## src/rtl/gest_interrup_vec.sv

```systemverilog
// rtl/gest_interrup_vec.sv - vectored interrupt controller: edge-latched pending bits, fixed priority, one-shot dispatch held until fin
module gest_interrup_vec #(
    parameter int N_SRC      = 4,
    parameter int DIR_W      = 10,
    parameter int VEC_BASE   = 984,
    parameter int VEC_STRIDE = 10,
    localparam int ID_W      = (N_SRC > 1) ? $clog2(N_SRC) : 1
) (
    input  logic             clk,
    input  logic             reset,
    input  logic [N_SRC-1:0] irq,
    input  logic [N_SRC-1:0] mask,
    input  logic             enable,
    input  logic             fin,
    output logic [DIR_W-1:0] dir,
    output logic             s_interrup,
    output logic             busy,
    output logic [ID_W-1:0]  cur_id,
    output logic [N_SRC-1:0] pending
);

    typedef enum logic [1:0] {
        IDLE = 2'd0,
        REQ  = 2'd1,
        BUSY = 2'd2
    } state_t;

    state_t             state_q, state_d;
    logic [N_SRC-1:0]   pending_q, pending_d;
    logic [N_SRC-1:0]   irq_prev_q, irq_prev_d;
    logic [DIR_W-1:0]   dir_q, dir_d;
    logic [ID_W-1:0]    cur_id_q, cur_id_d;
    logic               s_interrup_q, s_interrup_d;
    logic               busy_q, busy_d;

    logic [N_SRC-1:0]   rise;
    logic [N_SRC-1:0]   cand;
    logic [N_SRC-1:0]   win_oh;
    logic [N_SRC-1:0]   clr;
    logic [ID_W-1:0]    win_id;
    logic               win_vld;

    assign rise = irq & ~irq_prev_q;
    assign cand = pending_q & mask;

    // Scan from the top down so the lowest set index is the last one written.
    always_comb begin
        win_id  = '0;
        win_vld = 1'b0;
        win_oh  = '0;
        for (int i = N_SRC - 1; i >= 0; i--) begin
            if (cand[i]) begin
                win_id    = ID_W'(i);
                win_vld   = 1'b1;
                win_oh    = '0;
                win_oh[i] = 1'b1;
            end
        end
    end

    always_comb begin
        state_d      = state_q;
        dir_d        = dir_q;
        cur_id_d     = cur_id_q;
        s_interrup_d = 1'b0;
        busy_d       = busy_q;
        clr          = '0;
        irq_prev_d   = irq;
        case (state_q)
            IDLE: begin
                if (enable && win_vld) begin
                    state_d      = REQ;
                    dir_d        = DIR_W'(VEC_BASE) + DIR_W'(VEC_STRIDE) * DIR_W'(win_id);
                    cur_id_d     = win_id;
                    s_interrup_d = 1'b1;
                    busy_d       = 1'b1;
                    clr          = win_oh;
                end
            end
            REQ: begin
                state_d = BUSY;
            end
            BUSY: begin
                if (fin) begin
                    state_d = IDLE;
                    busy_d  = 1'b0;
                    dir_d   = '0;
                end
            end
            default: begin
                state_d = IDLE;
                busy_d  = 1'b0;
                dir_d   = '0;
            end
        endcase
        // A fresh edge on the source being dispatched re-arms it.
        pending_d = (pending_q & ~clr) | rise;
    end

    always_ff @(posedge clk or posedge reset) begin
        if (reset) begin
            state_q      <= IDLE;
            pending_q    <= '0;
            irq_prev_q   <= '0;
            dir_q        <= '0;
            cur_id_q     <= '0;
            s_interrup_q <= 1'b0;
            busy_q       <= 1'b0;
        end else begin
            state_q      <= state_d;
            pending_q    <= pending_d;
            irq_prev_q   <= irq_prev_d;
            dir_q        <= dir_d;
            cur_id_q     <= cur_id_d;
            s_interrup_q <= s_interrup_d;
            busy_q       <= busy_d;
        end
    end

    assign dir        = dir_q;
    assign s_interrup = s_interrup_q;
    assign busy       = busy_q;
    assign cur_id     = cur_id_q;
    assign pending    = pending_q;

endmodule

```

## config.mk

```make
export PLATFORM = sky130hd
export DESIGN_NAME = gest_interrup_vec
export DESIGN_NICKNAME = d
export VERILOG_FILES = /design/src/rtl/gest_interrup_vec.sv
export SDC_FILE = /design/constraint.sdc
export NUM_CORES = 1
export LEC_CHECK = 0
export BUFFER_PORTS_ARGS = -buffer_cell sky130_fd_sc_hd__buf_2
export CORE_MARGIN = 4
export CORE_UTILIZATION = 50
export CTS_CLUSTER_SIZE = 16
export DETAILED_ROUTE_END_ITERATION = 8
export GPL_ROUTABILITY_DRIVEN = 0
export PLACE_DENSITY_LB_ADDON = 0.2
export SLEW_MARGIN = 20
export SYNTH_ARGS = -nofsm -noshare
export SYNTH_HDL_FRONTEND = slang
export SYNTH_SLANG_ARGS = --single-unit
```

## constraint.sdc

```tcl
create_clock -name clk -period 2.5 [get_ports clk]
set_input_delay 0.25 -clock clk [delete_from_list [all_inputs] [get_ports clk]]
set_output_delay 0.25 -clock clk [all_outputs]
set_load 0.05 [all_outputs]
```

# [Yosys cells after proc, flatten, opt, wreduce, memory -nomap -nowiden]
# Index checks and enable logic that the tools add are counted.
[op_classes] n_reduce_logical=5 muxes=25 bitwise_logic=7 n_shift=0 magnitude_cmp=0 n_mul=1 add_sub_neg=1 eq_ne=4 n_div=0
[ops] cell="10-bit case mux with 3 select lines" n=1
[ops] cell="4-bit 2-to-1 mux" n=6
[ops] cell="10-bit 2-to-1 mux" n=2
[ops] cell="4-bit AND" n=3
[ops] cell="2-bit 2-to-1 mux" n=6
[ops] cell="7-bit by 7-bit adder with 8-bit output, first input constant" n=1
[ops] cell="1-bit 2-to-1 mux" n=8
[ops] cell="4-bit NOT" n=2
[ops] cell="2-bit case mux with 3 select lines" n=1
[ops] cell="3-bit by 2-bit multiplier with 5-bit output, first input constant" n=1
[ops] cell="2-bit inequality test, second input constant" n=2
[ops] cell="4-bit bitwise OR" n=1
[ops] cell="2-bit AND reduction" n=2
[ops] cell="1-bit case mux with 3 select lines" n=1
[ops] cell="3-bit AND reduction" n=1
[ops] cell="2-bit by 1-bit == test with 1-bit output, second input constant" n=1
[ops] cell="2-bit == test, second input constant" n=1
[ops] cell="2-bit zero test" n=1
[ops] cell="1-bit logical AND" n=1
[ops] cell="1-bit NOT" n=1
[word_totals] ramBits=0 memories=0 out_inout_bits=18 romBits=0 in_bits=12 regBits=24 wordCells=50 latchBits=0

# [Logic depth before layout (Yosys ltp)]
[logic_depth] ltp_word=11 mapped_depth=5 depth_no_buf=5

# [Worst setup path before layout]
# Ideal clock, no wire load.
[synth_path] kind="register -> register" startpoint="reg pending_q[3] (netlist: pending[3])" endpoint="reg dir_q[4] (netlist: dir[4])" n_path_buf=0 setup_ns=0.079 slack_ns=0.955 path_stages_with_launch=6 arrival_time_ns=1.466 t_required_ns=2.421 period_less_slack_ns=1.545 cell_sequence="dfrtp_1 nand2_1 a21oi_1 o21ai_0 ha_1 mux2i_1"
[synth_between] elab_chain_len=9 word_cells_on_any_way=16 cone_classes="add/sub: 1; mul: 1; eq/ne: 1; mux: 10; bitwise: 1; reduce/logical: 2"
[synth_rtl] element="start: declaration" line="29" rtl="logic [N_SRC-1:0] pending_q, pending_d;"
[synth_rtl] element="start signal: assignment" line="111" rtl="pending_q <= pending_d;"
[synth_rtl] element="4-bit AND *" line="44" rtl="assign cand = pending_q & mask;"
[synth_rtl] element="2-bit 2-to-1 mux (4 in a row)" line="52" rtl="if (cand[i]) begin"
[synth_rtl] element="3-bit by 2-bit multiplier with 5-bit output" line="73" rtl="dir_d = DIR_W'(VEC_BASE) + DIR_W'(VEC_STRIDE) * DIR_W'(win_id);"
[synth_rtl] element="7-bit by 7-bit adder with 8-bit output" line="73"
[synth_rtl] element="10-bit 2-to-1 mux" line="71" rtl="if (enable && win_vld) begin"
[synth_rtl] element="10-bit case mux with 3 select lines" line="69" rtl="case (state_q)"
[synth_rtl] element="end signal: assignment" line="113" rtl="dir_q <= dir_d;"
[synth_rtl] element="end: declaration" line="31" rtl="logic [DIR_W-1:0] dir_q, dir_d;"
# Every way passes the cells marked *; elsewhere a longest branch is shown, timed or not. The select of a mux whose other input is x is not followed.
# A chain may end at the register's enable or synchronous reset.

# [Final worst setup path]
[layout_path] startpoint="reg pending_q[0] (netlist: pending[0])" endpoint="reg dir_q[4] (netlist: dir[4])"
[layout_between] elab_chain_len=6 word_cells_on_any_way=10 cone_classes="add/sub: 1; mul: 1; eq/ne: 1; mux: 4; bitwise: 1; reduce/logical: 2"
[layout_rtl] element="4-bit AND *" line="44"
[layout_rtl] element="2-bit 2-to-1 mux" line="52"
[layout_rtl] element="3-bit by 2-bit multiplier with 5-bit output" line="73"
[layout_rtl] element="7-bit by 7-bit adder with 8-bit output" line="73"
[layout_rtl] element="10-bit 2-to-1 mux" line="71"
[layout_rtl] element="10-bit case mux with 3 select lines" line="69"
# Marked as above.

==> summary.txt <==
Place
  – Port Buffers: 28
  – Placement Setup Slack: about 1.1 ns
  – Dpl hpwl: 1190 µm

GRT
  – GR Util met1: 17.8%
  – Grt met3 use: under 10%
  – Maximum number of pins on one net before global-route repair: 20
  – Vias in the first global route: between 600 and 700
  – Most crowded layer after global routing: met2
  – Global Route Usage Sum: approximately 15%
  – Antenna violations before repair: 0
  – Total gr overflow: 0
  – First-pass GRT wire length: 2750 µm
  – GR Layer Usage met2: 24.6%

Synthesis
  – Mapped Area: approximately 850 µm²
  – Most common cell in the netlist: dfrtp_1
  – Ys flop type: dfrtp_1
  – Async set-or-reset flop fraction in the synthesized netlist: 100%
  – Sequential area share after synthesis: a little under three fifths
  – Warnings from Yosys: 0
  – Mapped Nets: just under 90
  – Synth Instances: 74
  – Average cell area after synthesis: between 10 and 15 µm²
  – Post-synth top cells: dfrtp_1, nand2_1, inv_1
  – Seq cells post-synth: 19
  – Top post-synthesis cells by area: dfrtp_1, buf_4, a22o_1
  – Synth cell types: 25
  – Area fraction of the dominant cell type after synthesis: between 50% and 60%
  – Area leader, netlist: dfrtp_1
  – EDFF count, synth: 0

Outcome
  – Status: finished clean

Cells and area
  – Filler cell count in the final layout: roughly 140
  – Layout cells sized above 1: 35.6%
  – Area grow syn2layout: 17.6%
  – Net count, final: 115
  – # diodes: 0

Drt
  – Post-DRT Antenna Nets: 0
  – Drt drc: 0
  – DRT Pass-1 Iters: 5
  – WL final: ~1500 µm
  – Vias after detailed routing: 642
  – Post-DR wirelength/cell: 13.2 µm
  – Iter 0 DRT Violations: 19
  – Vias per cell: about 5.5

Setup path
  – End of the critical path: dir[4]
  – Critical Path Fanout Max: 6
  – Slack of the worst reg-to-reg path: ~1.1 ns
  – CP Data Required Time: roughly 2.7 ns
  – Crit path kind: reg2reg
  – RR Startpoint: pending[0]
  – R2r endpoint: dir[4]
  – Critical path endpoint category: flop
  – Setup crit start: pending[0]
  – Crit path DAT: about 1.6 ns
  – Startpoint Class: flop
  – Reg2reg path depth: 4

Power and ir drop
  – PwrDens: 1440 nW/µm²
  – Switching Fraction: a little over half
  – Cell internal pwr: a little under 0.7 mW
  – Pleak: 0.510 nW
  – Comb pwr share: a little under three fifths
  – Sequential share of power: between 30% and 40%
  – Clock power frac: between 10% and 20%
  – Switching power: between 0.7 and 0.8 mW
  – Max rail drop VDD: 0.000623 V

Clock network
  – TritonCTS buffer count: 3
  – Setup repair bufs after CTS: 0
  – Clock Sinks: 19
  – Bufs on Longest Clock Path: 2
  – Worst-path clk slew: around 0.10 ns
  – H-tree level count: 1
  – Post_cts resized: 0
  – Hold_buf cts: 0
  – Clock Latency Late Sink: between 0.2 and 0.3 ns
  – CTS tree: built
  – Root Buffer: clkbuf_4

STA
  – Final hold violation count: 0
  – Worst relative slew slack: 53.4%
  – Final setup fails: 0
  – Final Worst Setup Slack: around 1.1 ns
  – Setup Total Neg Slack: 0 ns
  – Final min period: ~1.4 ns
  – RSZ-0062 raised after global routing: no
  – Pins Over Slew Limit: 0
  – Fmax achieved: a little over 700 MHz
  – Pin slew with the least headroom to its limit: 0.698 ns
  – Layout Skew: 0.00300 ns
  – Final period utilization: between 50% and 60%

Die
  – # rows: 14
  – Ports: 30
  – Die X: 49.1 µm
  – Total die area: 2410 µm²
  – Core Box Area: 1560 µm²
  – Die H: between 40 and 50 µm
  – Starting Density: between 50% and 60%

Min path
  – Hold/Removal Path Class: in2async

Job
  – Max Cap Violations: 0
-- final cells by class --
type                            instances  area, µm²  share of cell area (%)
Sequential cell                        19        475                    47.8
Multi-Input combinational cell         44        310                    31.2
Timing Repair Buffer                   28        140                    14.1
Tap cell                               16       20.0                    2.01
Clock buffer                            4       26.3                    2.64
Inverter                                6       22.5                    2.26
-- worst min path at each step --
stage	startpoint	endpoint
2_1_floorplan	reset	cur_id[0]
3_3_place_gp	irq[3]	irq_prev_q[3]
3_5_place_dp	irq[1]	irq_prev_q[1]
4_1_cts	irq[3]	irq_prev_q[3]
5_1_grt	irq[3]	irq_prev_q[3]
6_report	reset	irq_prev_q[0]
-- power by group through the flow --
stage | combinational, mW | clock (mW) | sequential (mW)
finish | 0.796 | 0.149 | 0.484
global placement | 0.799 | 0 | 0.487
floorplan | 0.372 | 0 | 0.787
CTS | 0.805 | 0.159 | 0.485
detailed placement | 0.805 | 0 | 0.491
global route | 0.850 | 0.182 | 0.500
-- placed cells by master (no fill, tap or decap) --
cell type	synthesis	final
a21o_2	1	1
a21oi_1	3	3
a222oi_1	1	1
a22o_1	4	4
a22oi_1	1	1
a22oi_2	1	1
a2bb2oi_1	2	2
a31oi_1	1	1
a31oi_4	1	1
a41o_1	1	1
and2_1	1	1
buf_2	0	28
clkbuf_1	0	1
clkbuf_4	0	3
conb_1	1	1
dfrtp_1	19	19
ha_1	1	1
inv_1	6	6
mux2i_1	3	3
nand2_1	8	8
nand2b_1	1	1
nand3_1	2	2
nor2_1	4	4
nor3b_2	1	1
o21ai_0	4	4
o2bb2ai_1	1	1
or3b_4	1	1
-- metrics by stage --
| step | hold slack (ns) | utilization (%) | instance area (µm²) | std cells | total power [mW] |
|---|---|---|---|---|---|
| final | 0.0507 | 63.8 | 995 | 117 | 1.43 |
| after CTS | 0.0620 | 63.8 | 995 | 117 | 1.45 |
| after floorplan | 0.201 | - | 846 | 74 | 1.16 |
| after global placement | 0.371 | 62.1 | 968 | 113 | 1.29 |
| after global routing | 0.0489 | 63.8 | 995 | 117 | 1.53 |
| after detailed placement | 0.375 | 62.1 | 968 | 113 | 1.30 |
-- state kept, by name, summed over array words and instances (netlist names) --
name        cells
dir             6
irq_prev_q      4
pending         4
cur_id          2
state_q         2
s_interrup      1
-- worst max-delay path, stage by stage, from the launching register on --
cell and delay [ns]:
dfrtp_1 0.43, a22oi_2 0.39, nand2_1 0.10, ha_1 0.29
mux2i_1 0.12
-- kinds of logic after synthesis --
group / count (synthesis) / share of synthesized area [%]
compound gates: 21 / 20.4
fa+ha+maj: 1 / 1.48
buf+inv: 11 / 7.10
flops: 19 / 56.2
mux: 3 / 3.55
other cells: 1 / 0.443
simple gates: 18 / 10.8
-- layer usage --
layer	share of wire, %	wire length, µm
met1	44	681
met2	48	735
met3	6.0	92
met4	2.5	38
met5	0	0
(Power assumes the default switching activity.)
